$ cat config.mk
export PLATFORM = sky130hd
export DESIGN_NAME = axis_daq_mc
export DESIGN_NICKNAME = d
export VERILOG_FILES = /design/src/rtl/axis_daq_pkg.sv /design/src/rtl/daq_trigger.sv /design/src/rtl/axis_daq_mc.sv
export SDC_FILE = /design/constraint.sdc
export NUM_CORES = 1
export LEC_CHECK = 0
export BUFFER_PORTS_ARGS = -buffer_cell sky130_fd_sc_hd__buf_2
export CORE_ASPECT_RATIO = 0.7
export CORE_UTILIZATION = 55
export DETAILED_ROUTE_END_ITERATION = 8
export PLACE_DENSITY = 0.79
export SYNTH_ARGS = -nofsm -noshare
export SYNTH_HDL_FRONTEND = slang
export SYNTH_SLANG_ARGS = --single-unit
$ cat constraint.sdc
create_clock -name aclk -period 11.4 [get_ports aclk]
set_clock_uncertainty 0.1 [all_clocks]
set_input_delay 1.71 -clock aclk [delete_from_list [all_inputs] [get_ports aclk]]
set_output_delay 1.71 -clock aclk [all_outputs]
set_load 0.05 [all_outputs]
$ cat src/rtl/axis_daq_pkg.sv
// Shared state encoding, control-word bit map and delimiter word
// for the axis_daq_mc capture engine.
package axis_daq_pkg;

    typedef enum logic [2:0] {
        ST_IDLE,
        ST_PRETRIG,
        ST_WAIT_TRIG,
        ST_POST,
        ST_DONE
    } daq_state_e;

    localparam int CTL_ENABLE   = 0;
    localparam int CTL_FORCE    = 1;
    localparam int CTL_EDGE     = 2;
    localparam int CTL_SLOPE    = 3;
    localparam int CTL_CHSEL_LO = 4;
    localparam int CTL_CHSEL_HI = 7;
    localparam int CTL_THR_LO   = 16;
    localparam int CTL_THR_HI   = 31;

    // Max-positive, MSB-aligned: take the top SAMPLE_WIDTH bits.
    localparam logic [31:0] DAQ_DELIM = 32'h7FFF_FFFF;

endpackage

$ cat src/rtl/daq_trigger.sv
// Threshold comparator with optional edge qualification against
// the previous valid sample seen since arming.
module daq_trigger #(
    parameter int SAMPLE_WIDTH = 16
) (
    input  logic                           clk,
    input  logic                           rst,
    input  logic                           clr,
    input  logic                           smp_vld,
    input  logic signed [SAMPLE_WIDTH-1:0] smp,
    input  logic signed [SAMPLE_WIDTH-1:0] thr,
    input  logic                           edge_mode,
    input  logic                           slope,
    output logic                           hit
);
    logic pass;
    logic prev_vld_q, prev_vld_d;
    logic prev_pass_q, prev_pass_d;

    assign pass = slope ? (smp <= thr) : (smp >= thr);

    always_comb begin
        prev_vld_d  = prev_vld_q;
        prev_pass_d = prev_pass_q;
        if (clr) begin
            prev_vld_d  = 1'b0;
            prev_pass_d = 1'b0;
        end else if (smp_vld) begin
            prev_vld_d  = 1'b1;
            prev_pass_d = pass;
        end
    end

    always_ff @(posedge clk or posedge rst) begin
        if (rst) begin
            prev_vld_q  <= 1'b0;
            prev_pass_q <= 1'b0;
        end else begin
            prev_vld_q  <= prev_vld_d;
            prev_pass_q <= prev_pass_d;
        end
    end

    assign hit = smp_vld && pass &&
                 (!edge_mode || (prev_vld_q && !prev_pass_q));

endmodule

$ cat src/rtl/axis_daq_mc.sv
// Multi-channel AXI-Stream DAQ: circular pre/post-trigger capture to BRAM.
// Define DAQ_DELIMITER_EN to mark the final post-trigger word as max-positive.
module axis_daq_mc
    import axis_daq_pkg::*;
#(
    parameter int AXIS_TDATA_WIDTH = 32,
    parameter int SAMPLE_WIDTH     = 16,
    parameter int NUM_CH           = 2,
    parameter int BRAM_ADDR_WIDTH  = 14
) (
    input  logic                        aclk,
    input  logic                        areset,
    input  logic [31:0]                 daq_control,
    input  logic [15:0]                 daq_pretrigger,
    output logic [31:0]                 daq_status,
    output logic                        s_axis_tready,
    input  logic [AXIS_TDATA_WIDTH-1:0] s_axis_tdata,
    input  logic                        s_axis_tvalid,
    output logic                        bram_porta_clk,
    output logic [BRAM_ADDR_WIDTH-1:0]  bram_porta_addr,
    output logic [SAMPLE_WIDTH-1:0]     bram_porta_wrdata,
    output logic                        bram_porta_we
);
    localparam int AW    = BRAM_ADDR_WIDTH;
    localparam int SW    = SAMPLE_WIDTH;
    localparam int DEPTH = 1 << AW;
    localparam logic [16:0] PRE_MAX = 17'(DEPTH - 1);
    localparam logic [AW:0] DEPTH_W = (AW + 1)'(DEPTH);

    daq_state_e st_q, st_d;
    logic [AW-1:0] addr_q, addr_d;
    logic [AW-1:0] pre_q, pre_d;
    logic [AW-1:0] taddr_q, taddr_d;
    logic [AW:0]   cnt_q, cnt_d;
    logic          edge_q, edge_d;
    logic          slope_q, slope_d;
    logic [3:0]    chsel_q, chsel_d;
    logic signed [SW-1:0] thr_q, thr_d;
    logic [AW-1:0] wa_q, wa_d;
    logic [SW-1:0] wd_q, wd_d;
    logic          we_q, we_d;

    logic          ena, frc, hit, armed, trig_clr, trig_vld;
    logic          wr, wr_last;
    logic [AW:0]   cnt_inc, post_len;
    logic [AW-1:0] pre_in;
    logic signed [15:0]   thr_raw;
    logic signed [SW-1:0] thr_in;
    logic [SW-1:0] smp, last_wd;
    logic          unused_ctl;

    assign ena        = daq_control[CTL_ENABLE];
    assign frc        = daq_control[CTL_FORCE];
    assign thr_raw    = daq_control[CTL_THR_HI:CTL_THR_LO];
    assign thr_in     = SW'(thr_raw);
    assign unused_ctl = ^daq_control[15:8];
    assign pre_in     = ({1'b0, daq_pretrigger} > PRE_MAX) ? '1
                                                          : daq_pretrigger[AW-1:0];
    assign post_len   = DEPTH_W - {1'b0, pre_q};

    // Out-of-range channel selects fall back to CH0.
    always_comb begin
        smp = s_axis_tdata[SW-1:0];
        for (int i = 1; i < NUM_CH; i++) begin
            if (chsel_q == 4'(i)) smp = s_axis_tdata[i*SW +: SW];
        end
    end

`ifdef DAQ_DELIMITER_EN
    assign last_wd = DAQ_DELIM[31 -: SW];
`else
    assign last_wd = smp;
`endif

    assign armed    = (st_q == ST_PRETRIG) || (st_q == ST_WAIT_TRIG);
    assign trig_clr = (st_q == ST_IDLE);
    assign trig_vld = s_axis_tvalid && armed;

    daq_trigger #(
        .SAMPLE_WIDTH(SW)
    ) u_trig (
        .clk      (aclk),
        .rst      (areset),
        .clr      (trig_clr),
        .smp_vld  (trig_vld),
        .smp      (smp),
        .thr      (thr_q),
        .edge_mode(edge_q),
        .slope    (slope_q),
        .hit      (hit)
    );

    always_comb begin
        st_d    = st_q;
        addr_d  = addr_q;
        cnt_d   = cnt_q;
        taddr_d = taddr_q;
        pre_d   = pre_q;
        edge_d  = edge_q;
        slope_d = slope_q;
        chsel_d = chsel_q;
        thr_d   = thr_q;
        wr      = 1'b0;
        wr_last = 1'b0;
        cnt_inc = cnt_q + 1'b1;
        unique case (st_q)
            ST_IDLE: begin
                if (ena) begin
                    st_d    = ST_PRETRIG;
                    addr_d  = '0;
                    cnt_d   = '0;
                    taddr_d = '0;
                    pre_d   = pre_in;
                    edge_d  = daq_control[CTL_EDGE];
                    slope_d = daq_control[CTL_SLOPE];
                    chsel_d = daq_control[CTL_CHSEL_HI:CTL_CHSEL_LO];
                    thr_d   = thr_in;
                end
            end
            ST_PRETRIG: begin
                if (!ena) begin
                    st_d = ST_IDLE;
                end else if (pre_q == '0) begin
                    st_d = ST_WAIT_TRIG;
                end else if (s_axis_tvalid) begin
                    wr    = 1'b1;
                    cnt_d = cnt_inc;
                    if (cnt_inc == {1'b0, pre_q}) st_d = ST_WAIT_TRIG;
                end
            end
            ST_WAIT_TRIG: begin
                if (!ena) begin
                    st_d = ST_IDLE;
                end else begin
                    wr = s_axis_tvalid;
                    // A forced trigger on an idle beat counts from the next beat.
                    if (frc || hit) begin
                        st_d    = ST_POST;
                        taddr_d = addr_q;
                        cnt_d   = {{AW{1'b0}}, s_axis_tvalid};
                        wr_last = s_axis_tvalid &&
                                  (post_len == {{AW{1'b0}}, 1'b1});
                        if (wr_last) st_d = ST_DONE;
                    end
                end
            end
            ST_POST: begin
                if (!ena) begin
                    st_d = ST_IDLE;
                end else if (s_axis_tvalid) begin
                    wr    = 1'b1;
                    cnt_d = cnt_inc;
                    if (cnt_inc == post_len) begin
                        wr_last = 1'b1;
                        st_d    = ST_DONE;
                    end
                end
            end
            ST_DONE: begin
                if (!ena) st_d = ST_IDLE;
            end
            default: st_d = ST_IDLE;
        endcase
        if (wr) addr_d = addr_q + 1'b1;
    end

    always_comb begin
        we_d = wr;
        wa_d = wr ? addr_q : wa_q;
        wd_d = wr ? (wr_last ? last_wd : smp) : wd_q;
    end

    always_ff @(posedge aclk or posedge areset) begin
        if (areset) begin
            st_q    <= ST_IDLE;
            addr_q  <= '0;
            cnt_q   <= '0;
            taddr_q <= '0;
            pre_q   <= '0;
            edge_q  <= 1'b0;
            slope_q <= 1'b0;
            chsel_q <= '0;
            thr_q   <= '0;
            wa_q    <= '0;
            wd_q    <= '0;
            we_q    <= 1'b0;
        end else begin
            st_q    <= st_d;
            addr_q  <= addr_d;
            cnt_q   <= cnt_d;
            taddr_q <= taddr_d;
            pre_q   <= pre_d;
            edge_q  <= edge_d;
            slope_q <= slope_d;
            chsel_q <= chsel_d;
            thr_q   <= thr_d;
            wa_q    <= wa_d;
            wd_q    <= wd_d;
            we_q    <= we_d;
        end
    end

    assign daq_status = {16'(taddr_q), 13'd0,
                         (st_q == ST_POST) || (st_q == ST_DONE),
                         armed,
                         st_q == ST_DONE};

    assign s_axis_tready     = 1'b1;
    assign bram_porta_clk    = aclk;
    assign bram_porta_addr   = wa_q;
    assign bram_porta_wrdata = wd_q;
    assign bram_porta_we     = we_q;

endmodule

# After elaboration in Yosys (flattened, before gate mapping)
# Cells that the tools add are included.
[classes]
add_sub_neg = 3
mul = 0
div = 0
n_lt_le_gt_ge = 3
eq_ne = 20
shift = 0
muxes = 40
bitwise = 0
n_reduce_logical = 23
[op_table]
columns = ["operator", "n"]
rows = [
  ["$mux W15", 7],
  ["$mux W14", 6],
  ["$pmux W15 S4", 1],
  ["$mux W3", 12],
  ["$pmux W14 S2", 1],
  ["$ge A16 B16 Y1", 1],
  ["$gt A16 B14 Y1 const B", 1],
  ["$le A16 B16 Y1", 1],
  ["$mux W16", 1],
  ["$add A15 B1 Y15 const B", 1],
  ["$eq A15 B1 Y1 const B", 1],
  ["$eq A15 B14 Y1", 1],
  ["$eq A15 B15 Y1", 1],
  ["$pmux W3 S5", 1],
  ["$sub A15 B14 Y15 const A", 1],
  ["$add A14 B1 Y14 const B", 1],
  ["$logic_not A14 Y1", 1],
  ["$reduce_and A7 Y1", 2],
  ["$ne A2 B2 Y1 const B", 6],
  ["$mux W1", 10],
  ["$reduce_bool A2 Y1", 4],
  ["$eq A3 B2 Y1 const B", 2],
  ["$ne A3 B3 Y1 const B", 2],
  ["$logic_and A1 B1 Y1", 5],
  ["14 further kinds", 19],
]
[word_totals]
register_bits = 115
latch_bits = 0
ram_bits = 0
romBits = 0
input_bits = 83
output_inout_bits = 65
mem_count = 0

# Longest topological paths before layout
[logic_depth]
ltp_word = 10
depth_mapped = 14
depth_no_buf = 11

# By module
# A second synthesis with hierarchy kept.
[hier_totals]
hier_cells = 781
area_unflattened_um2 = 6861.6
[modules_own_cells]
columns = ["mod", "n_inst", "cells_per_inst", "area_each_um2", "seq_area_each_um2"]
rows = [
  ["axis_daq_mc", 1, 704, 6292.3, 2827.7],
  ["daq_trigger", 1, 77, 569.3, 50.0],
]

==> reports/summary.txt <==
Gates resized, CTS repair: 0
Number of synthesized flops with an enable pin: 0
Logic gate share of total power: 0.408
Layout area overhead: 18.6%
R2R Setup Slk: 7.24 ns
Fin Setup TNS: 0 ns
GRT Residual Overflow: 0
Post-route ant nets: 0
Setup ws final: 3.44 ns
Cell mode on critical path: clkbuf_16
Req. time, crit path: 9.59 ns
Post-Syn Instances: 724
RePlAce Congestion: 0.917
Switching power: 0.919 mW
Slowest CP cell: buf_2
Largest net degree at the start of global routing: 80
Switching part of the total power: 0.429
Worst hold path startpoint: bram_porta_addr[12]
Initial antenna violation count: 0
Die H: 95.1 um
Share of flip-flops with an asynchronous set or reset: 1.00
PD cells: 265 nW/um^2
GRT Resource Usage Total: 0.289
Register bit count reported by yosys: 115
Hold Crit Endpoint: bram_porta_addr[12]
Mapped Area: 6820 sq um
RSZ-0062 raised after global routing: no
Dpl ws: 3.70 ns
Pre-Repair DR Iteration Count: 5
Arrival time worst endpoint: 6.15 ns
Layout cells sized above 1: 0.270
Final setup viols: 0
Drt wl/cell: 17.3 um
Final core utilization: 0.680
Final hold vios: 0
Hold Path Class: flop to flop
Clock share of power: 0.280
Core Region: 11900 sq um
Post-Route WL: 17200 um
Post-Layout Cell Count: 999
Worst Reg-to-Reg Cells: 11
Top Ports: 148
Status: completed
Crit. End Element: primary output
Critical Path, Cell by Cell: clkbuf_16, clkbuf_16, buf_2
Critical R2R Capture: cnt_q[2]
Peak supply drop: 235 uV
DRC viols: 0
# hold bufs at CTS: 0
Max Slew Vio Count: 0
Crit path kind: clock port to primary output
Fill cells: 908
Register area share after synthesis: 0.422
Mapped Avg Cell Area: 9.41 sq um
Vias in the first global route: 5768
Synth warnings: 0
CTS tree: yes
Synth Flop Type: dfrtp_1
CP Max Fanout: 2
Worst Tran Pin Value: 1.15 ns
Flop pwr share: 0.313
Starting density of the core: 0.573
Cell-internal power: 1.22 mW
Nets@finish: 932
Ant. Diodes: 0
CP max stage delay: 0.20 ns
Drt initial violations: 474
Placed Cells: 964
Slew margin rel.: 0.229
Die width: 135 um
Leak: 3.86 nW
HPWL Detailed: 12100 um
Vias per cell: 5.85
Worst hold path stage count: 2
Clk pin slew, worst setup/hold paths: 0.06 ns
Post-CTS Setup Repair Bufs: 0
Max-Cap Viols: 0
Clk_lat worst skew: 0.54 ns
Synth unique cells: 69
Vias: 5849
CP Launch Type: clock port
Floorplan row count: 33
I/O Buffers: 123
Critical R2R Launch: chsel_q[3]
Die area: 12800 sq um
First-pass GRT wire length: 28500 um
sequential cells by signal, summed over array words and instances (netlist names), 3 cells and up:
signal,cells
taddr_q,14
addr_q,14
bram_porta_wrdata,16
bram_porta_addr,14
chsel_q,4
st_q,3
cnt_q,15
pre_q,14
thr_q,16
Yosys cell counts (2+ instances only):
master	number	area, sq um
dfrtp_1	115	2880
or4_1	3	22.5
nand3b_1	3	22.5
a21o_1	3	22.5
o22ai_1	3	18.8
o41ai_1	2	17.5
nand3_1	29	145
nor3b_1	3	22.5
clkbuf_2	2	10.0
o2111ai_1	2	17.5
ha_1	20	250
nand2_1	75	282
nor2_1	38	143
nor3_1	14	70.1
mux2_2	53	597
or3_1	3	18.8
a31oi_1	15	93.8
a21oi_1	31	155
nand4_1	10	62.6
buf_4	21	158
mux2i_1	16	160
o21ai_0	49	245
buf_2	4	20.0
o31ai_1	6	45.0
and3_1	10	62.6
clkbuf_1	29	109
xor2_1	11	96.3
and4_1	3	26.3
conb_1	2	7.51
buf_1	4	15.0
o211ai_1	4	30.0
a211oi_1	4	30.0
nor4b_1	3	26.3
and2_1	4	25.0
a41oi_1	2	17.5
nor4_1	6	37.5
nand2b_1	10	62.6
xnor2_1	37	324
a311oi_1	2	17.5
inv_1	39	146
o21a_1	2	15.0
nor2b_1	5	31.3
layout by cell type, fill, tap and decap left out, types with 20 or more instances in the layout:
cell type	netlist	final
buf_2	4	123
dfrtp_1	115	115
nand2_1	75	74
mux2_2	53	53
o21ai_0	49	49
nor2_1	38	38
inv_1	39	38
xnor2_1	37	37
a21oi_1	31	31
nand3_1	29	29
ha_1	20	20
clkbuf_16	0	20
per-layer routing:
layer  vias to the layer above  part of all wire  routed length (um)  global-route usage
met2                       229              0.47                8190               0.457
li1                       2729                 -                   -                   -
met4                         0             0.014                 247               0.121
met1                      2864              0.44                7570               0.379
met3                        27             0.072                1240              0.0750
met5                         -                 0                   0                   0
per-stage QoR:
step	instance area, sq um	power [mW]	hold WS, ns
CTS	8090	2.14	0.379
detailed placement	7420	1.54	0.365
finish	8090	2.14	0.374
floorplan	6870	1.35	0.345
global placement	7420	1.51	0.361
global route	8090	2.27	0.395
how the worst max path moves through the flow:
stage	startpoint	end	cells after the start
2_1_floorplan	aclk	bram_porta_clk	1
3_3_place_gp	aclk	bram_porta_clk	1
3_5_place_dp	aclk	bram_porta_clk	1
4_1_cts	aclk	bram_porta_clk	3
5_1_grt	aclk	bram_porta_clk	3
6_report	aclk	bram_porta_clk	3
power groups by stage:
stage	clock [mW]	combinational, mW	sequential, mW
finish	0.599	0.873	0.669
global route	0.625	0.956	0.687
CTS	0.603	0.872	0.666
detailed placement	0.0167	0.858	0.670
global placement	0.0167	0.829	0.661
floorplan	0.0189	0.581	0.747
layout make-up:
class                   count  area [sq um]  area share
multi-input cells         524          3540       0.438
well taps                 157           196      0.0243
clock buffers              22           519      0.0642
clock inverters            14           146      0.0181
inverters                  39           149      0.0184
flip-flops and latches    115          2880       0.356
repair buffers            128           656      0.0811
worst max-delay path: cells and delay by family:
family,cells,cell delay [ns]
buffers and inverters,3,0.45
cells by family after synthesis:
family          Yosys count  synth area share
simple gates            229             0.169
compound gates          142             0.131
flops                   115             0.422
buf+inv                  99            0.0672
mux                      69             0.111
xor+xnor                 48            0.0617
fa+ha+maj                20            0.0367
other cells               2           0.00110
Note: power is estimated with default switching activity, not from simulation.
